### src/rtl/spu_draw_pkg.sv
// Shared constants and types for the SPU draw engine.
// Optional fb backpressure is enabled by SPU_FB_BACKPRESSURE_EN.
package spu_draw_pkg;
  localparam logic [3:0] OP_RECT  = 4'b0101;
  localparam logic [3:0] OP_CLEAR = 4'b1100;

  typedef enum logic [1:0] {
    IDLE,
    SETUP,
    DRAW,
    DONE
  } draw_state_t;

  localparam int FB_W_DEF   = 320;
  localparam int FB_H_DEF   = 240;
  localparam int ADDR_W_DEF = 17;
  localparam int PIX_W_DEF  = 8;

  localparam int CTL_OP_HI  = 11;
  localparam int CTL_OP_LO  = 8;
  localparam int CTL_COL_HI = 7;
  localparam int CTL_COL_LO = 0;
endpackage

### src/rtl/spu_raster_counter.sv
// Row-major raster walker: x inner loop, row base stepped by FB_W.
// Produces the next linear address without any multiply.
module spu_raster_counter
  import spu_draw_pkg::*;
#(
  parameter int FB_W   = FB_W_DEF,
  parameter int ADDR_W = ADDR_W_DEF
) (
  input  logic              clk,
  input  logic              reset,
  input  logic              load,
  input  logic              advance,
  input  logic [16:0]       x_start,
  input  logic [16:0]       x_end,
  input  logic [16:0]       y_start,
  input  logic [16:0]       y_end,
  input  logic [ADDR_W-1:0] row_base_init,
  output logic [ADDR_W-1:0] next_addr,
  output logic              last
);
  logic [16:0] x, y, xs, xe, ye;
  logic [ADDR_W-1:0] row_base;
  logic row_end;

  assign row_end = (x + 17'd1) == xe;
  assign last    = row_end && ((y + 17'd1) == ye);

  always_comb begin
    if (row_end)
      next_addr = row_base + ADDR_W'(FB_W) + ADDR_W'(xs);
    else
      next_addr = row_base + ADDR_W'(x + 17'd1);
  end

  always_ff @(posedge clk or negedge reset) begin
    if (!reset) begin
      x        <= '0;
      y        <= '0;
      xs       <= '0;
      xe       <= '0;
      ye       <= '0;
      row_base <= '0;
    end else if (load) begin
      x        <= x_start;
      y        <= y_start;
      xs       <= x_start;
      xe       <= x_end;
      ye       <= y_end;
      row_base <= row_base_init;
    end else if (advance) begin
      if (row_end) begin
        x        <= xs;
        y        <= y + 17'd1;
        row_base <= row_base + ADDR_W'(FB_W);
      end else begin
        x <= x + 17'd1;
      end
    end
  end
endmodule

### src/rtl/spu_draw_engine.sv
// SPU DRW responder: clips RECT/CLEAR and writes one pixel per cycle.
// Define SPU_FB_BACKPRESSURE_EN to add the fb_ready stall input.
module spu_draw_engine
  import spu_draw_pkg::*;
#(
  parameter int FB_W   = FB_W_DEF,
  parameter int FB_H   = FB_H_DEF,
  parameter int ADDR_W = ADDR_W_DEF,
  parameter int PIX_W  = PIX_W_DEF
) (
  input  logic              clk,
  input  logic              reset,
  input  logic              cmd_valid,
  output logic              cmd_ready,
  input  logic [11:0]       spu_control,
  input  logic [31:0]       src_a,
  input  logic [31:0]       src_b,
`ifdef SPU_FB_BACKPRESSURE_EN
  input  logic              fb_ready,
`endif
  output logic              fb_we,
  output logic [ADDR_W-1:0] fb_addr,
  output logic [PIX_W-1:0]  fb_wdata,
  output logic              busy,
  output logic              done
);
  localparam logic [16:0] FBW = 17'(FB_W);
  localparam logic [16:0] FBH = 17'(FB_H);

  draw_state_t state;
  logic [3:0] op_q;
  logic [PIX_W-1:0] colour_q;
  logic [15:0] x0_q, y0_q, w_q, h_q;

  logic is_clear, is_rect, empty, fire, last;
  logic [16:0] x_sum, y_sum, x_s, y_s, x_e, y_e;
  logic [ADDR_W-1:0] row_init, start_addr, next_addr;

  always_comb begin
    is_clear   = op_q == OP_CLEAR;
    is_rect    = op_q == OP_RECT;
    x_sum      = {1'b0, x0_q} + {1'b0, w_q};
    y_sum      = {1'b0, y0_q} + {1'b0, h_q};
    x_s        = is_clear ? '0 : {1'b0, x0_q};
    y_s        = is_clear ? '0 : {1'b0, y0_q};
    x_e        = is_clear ? FBW : ((x_sum > FBW) ? FBW : x_sum);
    y_e        = is_clear ? FBH : ((y_sum > FBH) ? FBH : y_sum);
    empty      = !is_clear && (!is_rect || x_s >= FBW || y_s >= FBH ||
                               w_q == '0 || h_q == '0);
    row_init   = ADDR_W'(32'(y_s) * 32'(FB_W));
    start_addr = row_init + ADDR_W'(x_s);
  end

`ifdef SPU_FB_BACKPRESSURE_EN
  assign fire = fb_we & fb_ready;
`else
  assign fire = fb_we;
`endif

  spu_raster_counter #(
    .FB_W  (FB_W),
    .ADDR_W(ADDR_W)
  ) u_cnt (
    .clk          (clk),
    .reset        (reset),
    .load         (state == SETUP),
    .advance      (fire),
    .x_start      (x_s),
    .x_end        (x_e),
    .y_start      (y_s),
    .y_end        (y_e),
    .row_base_init(row_init),
    .next_addr    (next_addr),
    .last         (last)
  );

  always_ff @(posedge clk or negedge reset) begin
    if (!reset) begin
      state     <= IDLE;
      fb_we     <= 1'b0;
      fb_addr   <= '0;
      fb_wdata  <= '0;
      done      <= 1'b0;
      busy      <= 1'b0;
      cmd_ready <= 1'b1;
      op_q      <= '0;
      colour_q  <= '0;
      x0_q      <= '0;
      y0_q      <= '0;
      w_q       <= '0;
      h_q       <= '0;
    end else begin
      done <= 1'b0;
      unique case (state)
        IDLE: if (cmd_valid) begin
          op_q      <= spu_control[CTL_OP_HI:CTL_OP_LO];
          colour_q  <= PIX_W'(spu_control[CTL_COL_HI:CTL_COL_LO]);
          x0_q      <= src_a[31:16];
          y0_q      <= src_a[15:0];
          w_q       <= src_b[31:16];
          h_q       <= src_b[15:0];
          cmd_ready <= 1'b0;
          busy      <= 1'b1;
          state     <= SETUP;
        end
        SETUP: begin
          fb_wdata <= colour_q;
          if (empty) begin
            done  <= 1'b1;
            state <= DONE;
          end else begin
            fb_we   <= 1'b1;
            fb_addr <= start_addr;
            state   <= DRAW;
          end
        end
        DRAW: if (fire) begin
          if (last) begin
            fb_we <= 1'b0;
            done  <= 1'b1;
            state <= DONE;
          end else begin
            fb_addr <= next_addr;
          end
        end
        DONE: begin
          cmd_ready <= 1'b1;
          busy      <= 1'b0;
          state     <= IDLE;
        end
        default: state <= IDLE;
      endcase
    end
  end
endmodule

### config.mk
export PLATFORM = sky130hd
export DESIGN_NAME = spu_draw_engine
export DESIGN_NICKNAME = d
export VERILOG_FILES = /design/src/rtl/spu_draw_pkg.sv /design/src/rtl/spu_raster_counter.sv /design/src/rtl/spu_draw_engine.sv
export SDC_FILE = /design/constraint.sdc
export NUM_CORES = 1
export LEC_CHECK = 0
export ABC_AREA = 1
export BUFFER_PORTS_ARGS = -buffer_cell sky130_fd_sc_hd__buf_2
export CAP_MARGIN = 15
export CORE_UTILIZATION = 29
export DETAILED_ROUTE_END_ITERATION = 10
export PLACE_DENSITY = 0.55
export REMOVE_ABC_BUFFERS = 1
export SLEW_MARGIN = 20
export SYNTH_ARGS = -nofsm -noshare
export SYNTH_HDL_FRONTEND = slang
export SYNTH_SLANG_ARGS = --single-unit
### constraint.sdc
create_clock -name clk -period 3.9 [get_ports clk]
set_clock_uncertainty 0.2 [all_clocks]
set_input_delay 0.585 -clock clk [delete_from_list [all_inputs] [get_ports clk]]
set_output_delay 0.585 -clock clk [all_outputs]
set_load 0.02 [all_outputs]
==> results of run 1 <==
-- cell families after synthesis --
family	count (synthesis)
AOI/OAI and AO/OA	300
xor gates and xnor gates	66
adders and majority gates	83
buffers and inverters	276
DFF	202
other	1
and+or+nand+nor	1139
-- sequential cells by signal, summed over array words and instances, names as in the netlist, 4 cells and up --
| register | cells |
|---|---|
| op_q | 4 |
| y0_q | 16 |
| colour_q | 8 |
| u_cnt.x | 17 |
| u_cnt.row_base | 11 |
| h_q | 16 |
| u_cnt.xe | 17 |
| u_cnt.y | 17 |
| x0_q | 16 |
| u_cnt.ye | 17 |
| fb_addr | 17 |
| u_cnt.xs | 16 |
| fb_wdata | 8 |
| w_q | 16 |
-- cell usage after synthesis, types with 13 or more instances --
master | number | area [um2]
nand2_1 | 684 | 2567
nor2_1 | 219 | 822.0
inv_1 | 217 | 814.5
dfrtp_1 | 201 | 5030
nand3_1 | 143 | 715.7
o21ai_0 | 129 | 645.6
a21oi_1 | 89 | 445.4
ha_1 | 79 | 988.5
xor2_1 | 45 | 394.1
clkbuf_1 | 37 | 138.9
nand4_1 | 30 | 187.7
nor3_1 | 22 | 110.1
xnor2_1 | 21 | 183.9
o211ai_1 | 20 | 150.1
o22ai_1 | 14 | 87.58
a31oi_1 | 13 | 81.33
-- layer usage --
metal | track usage (%) | part of all wire, %
met1 | 26.03 | 48
met2 | 29.13 | 44
met3 | 2.476 | 5.4
met4 | 5.984 | 2.6
met5 | 0 | 0
-- final cells by class --
class | instances | area (um2) | share of cell area [%]
multi-input combinational | 1589 | 8194 | 49.17
sequential | 202 | 5056 | 30.34
timing repair buffer | 151 | 913.4 | 5.481
inverter | 220 | 825.8 | 4.956
tap | 615 | 769.5 | 4.618
clock buffer | 36 | 749.5 | 4.498
clock inverter | 10 | 155.1 | 0.9311
-- power by group through the flow --
stage               Clock, mW  Sequential (mW)  Combinational, mW
finish                   2.55             3.85               11.2
CTS                      2.62             3.85               10.8
floorplan                   0             3.68               7.64
global placement            0             3.86               10.8
detailed placement          0             3.87               10.8
global route             2.72             3.97               12.7
-- how the worst max path moves through the flow --
stage | startpoint | endpoint | cells after the start
CTS | op_q[0] | fb_addr[16] | 24
detailed placement | op_q[0] | fb_addr[16] | 24
floorplan | state[1] | u_cnt.ye[3] | 7
global placement | op_q[0] | fb_addr[16] | 24
finish | op_q[3] | fb_addr[16] | 24
global route | op_q[3] | fb_addr[16] | 25
-- cell usage in the layout, fill, tap and decap left out, types with 4 or more instances in the layout --
master / Yosys / routed
ha_1: 79 / 74
a21o_1: 9 / 9
nand3b_1: 10 / 10
nor2_2: 3 / 12
nor2_1: 219 / 210
o21ai_0: 129 / 127
nor3_1: 22 / 21
or2_2: 7 / 7
clkbuf_16: 0 / 27
a21oi_1: 89 / 87
nand3_1: 143 / 143
a31oi_1: 13 / 12
inv_2: 3 / 7
nand2_1: 684 / 679
clkbuf_8: 0 / 5
nor2_4: 5 / 5
buf_2: 6 / 106
bufinv_16: 0 / 4
clkbuf_1: 37 / 5
inv_1: 217 / 213
nand4_1: 30 / 30
o211ai_1: 20 / 20
o22ai_1: 14 / 14
dfrtp_1: 201 / 201
o21bai_1: 7 / 7
xnor2_1: 21 / 20
buf_4: 3 / 38
xor2_1: 45 / 45
nand2_2: 7 / 11
clkinv_2: 0 / 4
-- what timing repair did --
item,4_1_cts,5_1_grt
buffers inserted,0,12
hold buffers,1,0
setup endpoints to repair,0,3
endpoints found under the hold margin,77,0
resized for setup,0,34
-- worst max-delay path, cell delays in order, from the launching register on --
cell	delay (ps)
dfrtp_1	380
nand2_2	70
nor3_4	260
inv_2	130
o21ai_2	70
nor2_1	70
ha_2	210
fa_2	390
a31oi_4	200
nor2_2	60
nor2_1	110
nor2_1	60
nor2_2	140
xnor2_2	90
ha_1	350
nand2_2	80
nor2_2	120
nand2_1	60
o211ai_1	90
a31oi_1	70
o21bai_1	180
nand3_1	90
nand2_1	60
nand2_1	60
nand2_1	40
-- per-stage QoR --
stage,setup TNS (ps),setup slack (ps),instance area (um2)
floorplan,-58850,-1213,13940
global placement,0,143.6,15520
detailed placement,0,89.87,15520
CTS,0,89.03,16440
global route,-255.0,-197.4,16660
finish,0,137.1,16660
==> metrics, run 1 <==
pwr/cell area=1059 nW/um2; H-Tree Depth=1; share of layout cells above drive strength 1=11.59%; Starting Density=29.54%; first-pass GRT wire length=73,190 um; Mean Syn Cell Area=6.867 um2; status=completed; Comb power frac=63.7%; antenna viol nets, final=0; non-filler cells, final=2,823; DP HPWL=35,300 um; mapped cell area=14,190 um2; Final Power=17.65 mW; Area Growth Syn to Fin=17.40%; GPL Wtd Cong=0.9193; clk_lat worst skew=550 ps; area share of fa/ha/maj cells after synthesis=7.528%; final setup fails=0; final cell utilization of the core=34.68%; reg-to-reg endpoint=fb_addr[16]; Fill cells=5,237; Worst Path Class, Setup=register to register; # rows=80; GR Overflow Total=0; DRC Markers=0; total die area=49,830 um2; vias in the first global route=13,420; multiplexer share of the synthesized area=0%; Final Cycle Share=96.48%; clk sinks=202; placed cells=2,764; GRT Total Usage=18.49%; Tmin final=3763 ps; Post-synth EDFFs=0; Max Clock Freq=265.8 MHz; fin. max-slew vios=0; CP Max Fanout=7; DR pass1 iterations=5; Max-cap violations=0; Tightest Hold Check Type=primary input to register; drt total wl=45,950 um; initial antenna violation count=0; fraction of registers with async set/reset=100.0%; ANT cells=0; worst hold slack=26.06 ps; Internal=8.648 mW; Slew @ Worst Pin=802.2 ps; CP Data Arrival Time=4000 ps; Synth Register Bits=202; nature of the critical path startpoint=register; die height=223.2 um; hold depth=3; Leak=8.624 nW; clock root buffer=clkbuf_16; CTS tree=built; Syn Inst Count=2,067; First DRT Iteration DRCs=772; I/O pins=108; Synth warnings=0; sw power=9.007 mW; Wirelength per Cell=16.28 um; Clk pwr share=14.5%; Critical R2R Launch=op_q[3]; Final Net Count=2,352; hold endpoint=h_q[2]; clock buffer depth=3; Slew headroom=46.52%; Synth Area in Compound Gates=11.89%; Via density=4.916; R2R depth=24; Seq pwr share=21.8%; sequential area share after synthesis=35.62%; min-delay src=src_b[2]; RSZ-0062 raised after global routing=true; CTS clk-pin slew, worst paths=60 ps; port buffer count=107; Sw Ratio=51.02%; Fin. Hold Viols=0; routed vias=13,877; ys flop type=dfrtp_1; crit path capture type=register; Post-Synth XOR/XNOR Area=4.073%; VDD IR max=0.3580 mV; CORE AREA=48,050 um2; CTS Buf Count=26; FF-to-FF setup slack=140 ps; synth unique cells=51; Die Span X=223.2 um; pin count of the biggest net entering global routing=85; CP required=4140 ps; simple-gate share of the synthesized area=33.27%; largest family of logic cells by synthesized area=simple AND/OR/NAND/NOR gates
No activity file was read; power rests on OpenSTA's default activity.
==> run 2: changes to the inputs <==
--- a/config.mk
+++ b/config.mk
@@ -8,9 +8,9 @@
 export ABC_AREA = 1
 export BUFFER_PORTS_ARGS = -buffer_cell sky130_fd_sc_hd__buf_2
 export CAP_MARGIN = 15
-export CORE_UTILIZATION = 29
+export CORE_UTILIZATION = 56
 export DETAILED_ROUTE_END_ITERATION = 10
-export PLACE_DENSITY = 0.55
+export PLACE_DENSITY = 0.87
 export REMOVE_ABC_BUFFERS = 1
 export SLEW_MARGIN = 20
 export SYNTH_ARGS = -nofsm -noshare
==> run 2 against run 1 <==
Against the previous run: worst hold slack improved by 11 ps; die area decreased by 48%; sequential cell count unchanged; clock power decreased by 9.8%; maximum frequency increased by 0.24%; combinational power about the same.
==> metrics, run 2 (synthesis gave the netlist of run 1 again) <==
die height=161.2 um; status=completed; Wirelength per Cell=16.54 um; clk_lat worst skew=540 ps; CORE AREA=24,600 um2; CP Max Fanout=8; Starting Density=57.69%; H-Tree Depth=1; antenna viol nets, final=0; first-pass GRT wire length=67,450 um; hold depth=3; Placed Area=15,130 um2; CP required=4130 ps; sw power=8.861 mW; Final Cycle Share=96.25%; drt total wl=41,670 um; VDD IR max=0.5762 mV; Sw Ratio=51.74%; I/O pins=108; Fin. Hold Viols=0; Final Power=17.12 mW; worst hold slack=36.87 ps; RSZ-0062 raised after global routing=true; vias in the first global route=13,524; CTS clk-pin slew, worst paths=70 ps; routed vias=14,276; initial antenna violation count=0; crit path capture type=register; reg-to-reg endpoint=fb_addr[16]; CP Data Arrival Time=3990 ps; min-delay src=src_b[17]; hold endpoint=w_q[1]; non-filler cells, final=2,519; pin count of the biggest net entering global routing=96; GRT Total Usage=32.25%; R2R depth=24; # rows=57; final setup fails=0; clk sinks=202; Max-cap violations=0; Final WS setup=146.2 ps; Final Instance Area=16,110 um2; DP Worst Slack=87.01 ps; Tmin final=3754 ps; Clk pwr share=13.4%; most frequent cells in the layout=nand2_1 (679), inv_1 (213), nor2_1 (213), dfrtp_1 (201), nand3_1 (143); DRC Markers=0; Worst Path Class, Setup=register to register; FF-to-FF setup slack=150 ps; First DRT Iteration DRCs=1,235; Critical R2R Launch=op_q[3]; Leak=8.517 nW; Slew @ Worst Pin=1043 ps; Seq pwr share=22.3%; clock buffer depth=3; CTS Buf Count=23; leading cell type in the layout, fill and taps excluded=nand2_1; nature of the critical path startpoint=register; port buffer count=107; share of layout cells above drive strength 1=10.89%; Internal=8.263 mW; Slew headroom=30.05%; total die area=25,990 um2; clock root buffer=clkbuf_16; Final Net Count=2,339; Die Span X=161.2 um; Comb power frac=64.3%; Max Clock Freq=266.4 MHz; Via density=5.667; Tightest Hold Check Type=primary input to register; GPL Wtd Cong=0.9431; Area Growth Syn to Fin=13.47%; DR pass1 iterations=6; placed cells=2,468; pwr/cell area=1063 nW/um2; fin. max-slew vios=0; CTS tree=built; DP HPWL=31,330 um; GR Overflow Total=0
==> run 2: metal layers <==
metal  routed length, um  track usage (%)
met1               18510            45.09
met2               18630            51.45
met3                3263            5.136
met4                1264            9.777
met5                   0                0
==> run 2: area by class of cell <==
type	instances	area, um2
Clock inverter	12	138.9
Tap cell	324	405.4
Timing Repair Buffer	141	847.1
Fill cell	2116	8499
Sequential cell	202	5056
Multi-Input combinational cell	1589	8168
Antenna cell	1	2.502
Clock buffer	30	661.9
Inverter	220	825.8
==> run 2: power by group through the flow <==
stage                     registers, mW  logic [mW]  clock network [mW]
after global routing               3.91        12.3                2.39
after floorplan                    3.68        7.64                   0
after CTS                          3.78        10.6                2.31
after detailed placement           3.80        10.5                   0
final                              3.82        11.0                2.30
after global placement             3.78        10.3                   0
==> run 2: how the worst max path moves through the flow <==
| stage | start | endpoint | cells after the start |
|---|---|---|---|
| floorplan | state[1] | u_cnt.ye[3] | 7 |
| global placement | op_q[0] | fb_addr[16] | 23 |
| detailed placement | op_q[0] | fb_addr[16] | 23 |
| CTS | op_q[0] | fb_addr[16] | 23 |
| global route | op_q[3] | fb_addr[16] | 24 |
| finish | op_q[3] | fb_addr[16] | 24 |
==> run 2: critical path, stage by stage (launching register included) <==
cell	delay, ps
dfrtp_1	390
nand2_2	80
nor3_4	240
inv_2	120
nand2_2	120
nor2_2	60
nor2_1	190
ha_4	260
a21oi_2	150
nand2_2	90
a21oi_2	160
o21bai_1	110
xor2_1	200
inv_1	80
ha_1	320
nand2_1	80
nor2_1	130
nand2_1	70
o211ai_1	90
a31oi_1	70
o21bai_1	170
nand3_1	70
nand2_1	60
nand2_1	60
nand2_1	60
==> run 2: repair_timing <==
| action | in CTS | in global routing |
|---|---|---|
| hold buffers | 1 | 0 |
| setup buffers | 0 | 7 |
| gates resized for setup | 0 | 28 |
| setup endpoints to repair | 0 | 2 |
| hold endpoints to repair | 91 | 0 |
==> run 2: metrics by stage <==
stage	setup TNS (ps)	utilization, %
6_report	0	65.46
5_1_grt	-125.7	65.45
4_1_cts	0	64.81
3_5_place_dp	0	61.51
3_3_place_gp	0	61.51
2_1_floorplan	-58850	-
